[config.mk]
export PLATFORM = sky130hd
export DESIGN_NAME = seq_divider_param_flat
export DESIGN_NICKNAME = d
export VERILOG_FILES = /design/src/rtl/seq_divider_param_if.sv /design/src/rtl/seq_divider_param.sv /design/src/flat_wrapper.sv
export SDC_FILE = /design/constraint.sdc
export NUM_CORES = 1
export LEC_CHECK = 0
export CELL_PAD_IN_SITES_DETAIL_PLACEMENT = 1
export CELL_PAD_IN_SITES_GLOBAL_PLACEMENT = 1
export CORE_ASPECT_RATIO = 0.8
export CORE_MARGIN = 2
export CORE_UTILIZATION = 44
export CTS_CLUSTER_DIAMETER = 100
export CTS_CLUSTER_SIZE = 14
export DETAILED_ROUTE_END_ITERATION = 8
export GPL_TIMING_DRIVEN = 0
export PLACE_DENSITY = 0.78
export SETUP_SLACK_MARGIN = 0.3
export SYNTH_ARGS = -nofsm -noshare
export SYNTH_HDL_FRONTEND = slang
export SYNTH_SLANG_ARGS = --single-unit
[constraint.sdc]
create_clock -name clk -period 3.1 [get_ports clk]
set_input_delay 0.62 -clock clk [delete_from_list [all_inputs] [get_ports clk]]
set_output_delay 0.62 -clock clk [all_outputs]
set_load 0.02 [all_outputs]
[src/rtl/seq_divider_param_if.sv]
// Request/response bundle for the sequential divider: operands and start in,
// quotient, remainder, handshake and flags out.
interface seq_divider_param_if #(
    parameter int N = 8
);
    logic             start;
    logic [N-1:0]     A;
    logic [2*N-1:0]   B;
    logic [N-1:0]     Q;
    logic [N-1:0]     R;
    logic             busy;
    logic             Done;
    logic             dz;
    logic             ovf;

    modport master (
        output start, A, B,
        input  Q, R, busy, Done, dz, ovf
    );

    modport slave (
        input  start, A, B,
        output Q, R, busy, Done, dz, ovf
    );
endinterface

[src/rtl/seq_divider_param.sv]
// Restoring divider: 2N-bit dividend / N-bit divisor, one quotient bit per clock,
// with start/busy/done handshake and divide-by-zero / overflow detection.
module seq_divider_param #(
    parameter int N = 8
) (
    input logic                clk,
    input logic                clear,
    seq_divider_param_if.slave bus
);
    localparam int CW = $clog2(N + 1);

    typedef enum logic [1:0] {
        S_IDLE = 2'd0,
        S_DIV  = 2'd1,
        S_DONE = 2'd2
    } state_t;

    state_t           r_state;
    state_t           w_next;
    logic             r_pend;
    logic [CW-1:0]    r_cnt;
    logic [N-1:0]     r_a;
    logic [2*N-1:0]   r_b;
    logic [N-1:0]     r_rem;
    logic [N-1:0]     r_lo;
    logic [N-1:0]     r_quo;
    logic [N-1:0]     r_q;
    logic [N-1:0]     r_r;
    logic             r_dz;
    logic             r_ovf;

    logic             w_accept;
    logic             w_a_zero;
    logic             w_hi_ovf;
    logic             w_flagged;
    logic [N:0]       w_t;
    logic             w_ge;
    logic [N-1:0]     w_diff;
    logic [N-1:0]     w_rem_nxt;
    logic             w_last;

    // Operands are latched on the accepting edge and classified one cycle later
    // (r_pend), so every path sees registered operands only.
    assign w_accept  = bus.start && !r_pend && ((r_state == S_IDLE) || (r_state == S_DONE));
    assign w_a_zero  = (r_a == '0);
    assign w_hi_ovf  = (r_b[2*N-1:N] >= r_a);
    assign w_flagged = w_a_zero || w_hi_ovf;

    // One restoring step; the difference fits in N bits whenever it is taken.
    assign w_t       = {r_rem, r_lo[N-1]};
    assign w_ge      = (w_t >= {1'b0, r_a});
    assign w_diff    = w_t[N-1:0] - r_a;
    assign w_rem_nxt = w_ge ? w_diff : w_t[N-1:0];
    assign w_last    = (r_cnt == CW'(N - 1));

    always_comb begin
        w_next = r_state;
        case (r_state)
            S_IDLE, S_DONE: begin
                if (r_pend) begin
                    w_next = w_flagged ? S_DONE : S_DIV;
                end else if (w_accept) begin
                    w_next = S_IDLE;
                end
            end
            S_DIV: begin
                if (w_last) begin
                    w_next = S_DONE;
                end
            end
            default: w_next = S_IDLE;
        endcase
    end

    always_ff @(posedge clk or posedge clear) begin
        if (clear) begin
            r_state <= S_IDLE;
            r_pend  <= 1'b0;
            r_cnt   <= '0;
            r_q     <= '0;
            r_r     <= '0;
            r_dz    <= 1'b0;
            r_ovf   <= 1'b0;
        end else begin
            r_state <= w_next;
            r_pend  <= w_accept;
            r_cnt   <= (r_state == S_DIV) ? r_cnt + CW'(1) : '0;
            if (w_accept) begin
                r_dz  <= 1'b0;
                r_ovf <= 1'b0;
            end else if (r_pend) begin
                r_dz  <= w_a_zero;
                r_ovf <= !w_a_zero && w_hi_ovf;
            end
            // Results only change on entry to DONE.
            if (r_pend && w_flagged) begin
                r_q <= w_a_zero ? '0 : '1;
                r_r <= r_b[N-1:0];
            end else if ((r_state == S_DIV) && w_last) begin
                r_q <= {r_quo[N-2:0], w_ge};
                r_r <= w_rem_nxt;
            end
        end
    end

    always_ff @(posedge clk) begin
        if (w_accept) begin
            r_a <= bus.A;
            r_b <= bus.B;
        end
        if (r_pend) begin
            r_rem <= r_b[2*N-1:N];
            r_lo  <= r_b[N-1:0];
            r_quo <= '0;
        end else if (r_state == S_DIV) begin
            r_rem <= w_rem_nxt;
            r_lo  <= {r_lo[N-2:0], 1'b0};
            r_quo <= {r_quo[N-2:0], w_ge};
        end
    end

    assign bus.Q    = r_q;
    assign bus.R    = r_r;
    assign bus.busy = (r_state == S_DIV);
    assign bus.Done = (r_state == S_DONE);
    assign bus.dz   = r_dz;
    assign bus.ovf  = r_ovf;
endmodule

[src/flat_wrapper.sv]
// flat-port wrapper written by rule: the top's interface ports become plain ports
module seq_divider_param_flat 
#(
    parameter int N = 8
)
  (clk, clear, bus_start, bus_A, bus_B, bus_Q, bus_R, bus_busy, bus_Done, bus_dz, bus_ovf);
  seq_divider_param_if #(.N(N)) bus_i ();
  input logic clk;
  input logic clear;
  input wire logic [$bits(bus_i.start)-1:0] bus_start;
  input wire logic [$bits(bus_i.A)-1:0] bus_A;
  input wire logic [$bits(bus_i.B)-1:0] bus_B;
  output wire logic [$bits(bus_i.Q)-1:0] bus_Q;
  output wire logic [$bits(bus_i.R)-1:0] bus_R;
  output wire logic [$bits(bus_i.busy)-1:0] bus_busy;
  output wire logic [$bits(bus_i.Done)-1:0] bus_Done;
  output wire logic [$bits(bus_i.dz)-1:0] bus_dz;
  output wire logic [$bits(bus_i.ovf)-1:0] bus_ovf;
  assign bus_i.start = bus_start;
  assign bus_i.A = bus_A;
  assign bus_i.B = bus_B;
  assign bus_Q = bus_i.Q;
  assign bus_R = bus_i.R;
  assign bus_busy = bus_i.busy;
  assign bus_Done = bus_i.Done;
  assign bus_dz = bus_i.dz;
  assign bus_ovf = bus_i.ovf;
  seq_divider_param #(.N(N)) u_core (.clk(clk), .clear(clear), .bus(bus_i));
endmodule
==> flow_metrics.tcl <==
set metrics [dict create \
    dpl_cells 452 \
    multi_input_area_um2 1420 \
    syn_avg_cell_area_um2 11.6 \
    hp-start "u_core.r_quo[6]" \
    fp.dieW_um 103 \
    tightestPinTransition_ns 1.03 \
    crit_path_cell_trace "inv_1 > ha_1 > nor2_1 > a211o_1 > a31oi_4 > or2_2 > buf_2 > mux2i_1 > a21oi_1" \
    final.setup_skew_ns 0.0112 \
    synth.area.mux_share_pct 3.45 \
    post_route_setup_tns_ns 0 \
    post_synth_and_or_nand_nor_area_fraction_pct 14.1 \
    ys_seq_elements 72 \
    maxSlewViolCount 0 \
    route.vias.total 2510 \
    power.leakage_uw 0.00169 \
    num_rows 28 \
    syn-cell-area_um2 3480 \
    final_util_pct 57.3 \
    r2r-start "u_core.r_a[2]" \
    share_of_the_yosys_chip_area_belonging_to_registers_pct 56.5 \
    drt_pass1_iterations 4 \
    post_synth_xor_area_fraction_pct 1.01 \
    tritoncts_clock_tree "built" \
    routed_length_per_placed_instance_um 18.4 \
    layout_commonest_cell "sky130_fd_sc_hd__clkdlybuf4s50_1" \
    post_synth_fa_ha_maj_area_fraction_pct 6.68 \
    die-area_um2 8650 \
    peakVddDrop_v 0.000460 \
    worst_path_dominant_cell_family "compound AO/OA/AOI/OAI gates" \
    yosysWarningCount 0 \
    vias_per_cell 5.36 \
    fin_nets 403 \
    cts_inserted_buffers 9 \
    cp_data_required_time_ns 3.18 \
    total_routing_resource_utilization_after_global_routing_pct 21.8 \
    share_of_post_route_cells_with_drive_strength_above_1_pct 12.7 \
    worst_path_max_delay_cell "sky130_fd_sc_hd__edfxtp_1" \
    gp_congestion 0.855 \
    commonest_cells_after_routing_fill_and_taps_aside "46 x sky130_fd_sc_hd__clkdlybuf4s50_1, 40 x sky130_fd_sc_hd__edfxtp_1, 35 x sky130_fd_sc_hd__nand2_1, 25 x sky130_fd_sc_hd__dfrtp_1, 24 x sky130_fd_sc_hd__nor2_1" \
    cts.path.max_buffers 2 \
    final_period_utilization_pct 86.8 \
    cts.sinks 72 \
    layout.cells.non_filler 468 \
    critPathKind "flop to flop" \
    die-height_um 83.6 \
    hp-class "flop to flop" \
    area.sequential_um2 1970 \
    start_util_pct 46.2 \
    post-route-drc-count 0 \
    antenna_left 0 \
    synthArstFlopShare_pct 34.7 \
    gr-total-overflow 0 \
    rsz0062_at_grt "true" \
    n_antenna_cell 0 \
    global_route_wire_length_before_repair_um 14100 \
    grt_antenna_before_repair 0 \
    timing.critical_path.arrival_ns 2.77 \
    floorplan.io_pins 47 \
    relSlewSlack_pct 31.3 \
    routed_wirelength_um 8620 \
    clock-root-buffer "sky130_fd_sc_hd__clkbuf_8" \
    cp_slowest_stage_delay_ns 0.42 \
    unique_masters_post_synth 52 \
    grt_start_max_net_pins 26 \
    postSynthCellCount 300 \
    period_minus_slack_ns 2.69 \
    cts_max_level 3 \
    synth_edf_count 40 \
    setup-violations-final 0 \
    max-cap-violations 0 \
    hold_viol_final 0 \
    powerDensity_nw_per_um2 1000 \
    start_kind "flop" \
    postCtsSetupRepairBufs 0 \
    cp_max_fo 8 \
    ys_dominant_reg_cell "sky130_fd_sc_hd__edfxtp_1" \
    drt-initial-drc-count 84 \
    synth_nets 345 \
    synth_top_family_by_area "compound AO/OA/AOI/OAI gates" \
    cts.reportedPaths.clkPinSlew_ns 0.08 \
    core_area_um2 7530 \
    clock_insertion_delay_worst_skew_ns 0.35 \
    run_status "finished clean" \
    num-fill-cells 798 \
    synthToLayoutAreaGrowth_pct 23.9 \
    port_buffers 46 \
    whs_ns 0.464 \
    worst_setup_path_end_kind "flop" \
    max_clock_freq_ghz 0.372 \
    critPathBufInv 2 \
    worst_setup_path_startpoint "u_core.r_a[2]" \
    p_total_uw 4330 \
    place_hpwl_um 6550 \
    first_global_vias 2644 \
    synth_compound_area_share_pct 15.0 \
]
[per-stage QoR]
stage / instance area, µm² / setup WS [ns]
global route: 4320 / 0.274
finish: 4320 / 0.410
detailed placement: 4110 / 0.263
CTS: 4310 / 0.343
floorplan: 3490 / 0.863
global placement: 4080 / 0.0184
[power breakdown]
group | switching, µW | internal, µW
clock network | 367 | 338
registers | 206 | 1430
logic | 1160 | 827
total | 1730 | 2600
[worst paths after layout]
kind,end,slack (ns),cells past startpoint
max,u_core.r_rem[5],0.41,9
min,u_core.r_quo[6],0.46,2
max reg2reg,u_core.r_rem[5],0.41,9
min reg2reg,u_core.r_quo[6],0.46,2
max in group asynchronous,u_core.bus.Q[7],1.64,2
min in group asynchronous,u_core.r_pend,0.83,2
[worst reg2reg max path: cells and delay by family, from the launching register on]
| family | cells | cell delay, ns |
|---|---|---|
| AND/OR/NAND/NOR | 2 | 0.24 |
| multiplexers | 1 | 0.37 |
| flip-flops | 1 | 0.42 |
| buffers and inverters | 2 | 0.33 |
| adder cells (fa/ha/maj) | 1 | 0.29 |
| AO/OA/AOI/OAI | 3 | 0.78 |
[routing by layer]
layer	GRT usage [%]	vias to the layer above	routed length [µm]
li1	-	1206	-
met1	31.2	1255	4190
met2	33.0	41	4030
met3	6.37	8	305
met4	4.43	0	84
met5	0	-	0
[repair_timing]
item                                    in CTS  in global routing
hold buffers                                 0                  0
pin swaps                                    0                  0
endpoints found under the setup margin       2                  5
gates resized for setup                      1                  4
[logic make-up (layout without fill, tap and decap cells)]
family,after synthesis,after routing
compound gates,72,72
xor+xnor,4,4
fa+ha+maj,18,18
buf+inv,25,88
flops,72,72
mux,11,11
simple gates,98,98
[cell usage after synthesis (6+ instances only)]
master / number / area share, %
sky130_fd_sc_hd__and2b_1: 6 / 1.3
sky130_fd_sc_hd__mux2_2: 8 / 2.6
sky130_fd_sc_hd__nand2b_1: 7 / 1.3
sky130_fd_sc_hd__nand2_1: 35 / 3.8
sky130_fd_sc_hd__o21ai_0: 10 / 1.4
sky130_fd_sc_hd__ha_1: 17 / 6.1
sky130_fd_sc_hd__dfrtp_1: 25 / 18
sky130_fd_sc_hd__o22a_1: 8 / 2.0
sky130_fd_sc_hd__dfxtp_1: 7 / 4.0
sky130_fd_sc_hd__a21oi_1: 21 / 3.0
sky130_fd_sc_hd__clkbuf_1: 6 / 0.65
sky130_fd_sc_hd__nor2_1: 24 / 2.6
sky130_fd_sc_hd__edfxtp_1: 40 / 34
sky130_fd_sc_hd__inv_1: 13 / 1.4
sky130_fd_sc_hd__a211oi_1: 6 / 1.3
[area by class of cell]
| class | instances | area share [%] |
|---|---|---|
| timing repair buffer | 47 | 11.3 |
| inverter | 14 | 1.22 |
| tap | 105 | 3.04 |
| buffer | 11 | 1.48 |
| sequential | 72 | 45.6 |
| clock inverter | 5 | 0.899 |
| clock buffer | 11 | 3.51 |
| multi-input combinational | 203 | 33.0 |
[sequential cells by signal, summed over array words and instances (netlist names)]
| signal | count |
|---|---|
| u_core.r_pend | 1 |
| u_core.r_lo | 8 |
| u_core.bus.Q | 8 |
| u_core.r_cnt | 4 |
| u_core.bus.R | 8 |
| u_core.bus.ovf | 1 |
| u_core.r_state | 2 |
| u_core.r_rem | 8 |
| u_core.r_quo | 7 |
| u_core.bus.dz | 1 |
| u_core.r_a | 8 |
| u_core.r_b | 16 |
(Power assumes the default switching activity.)
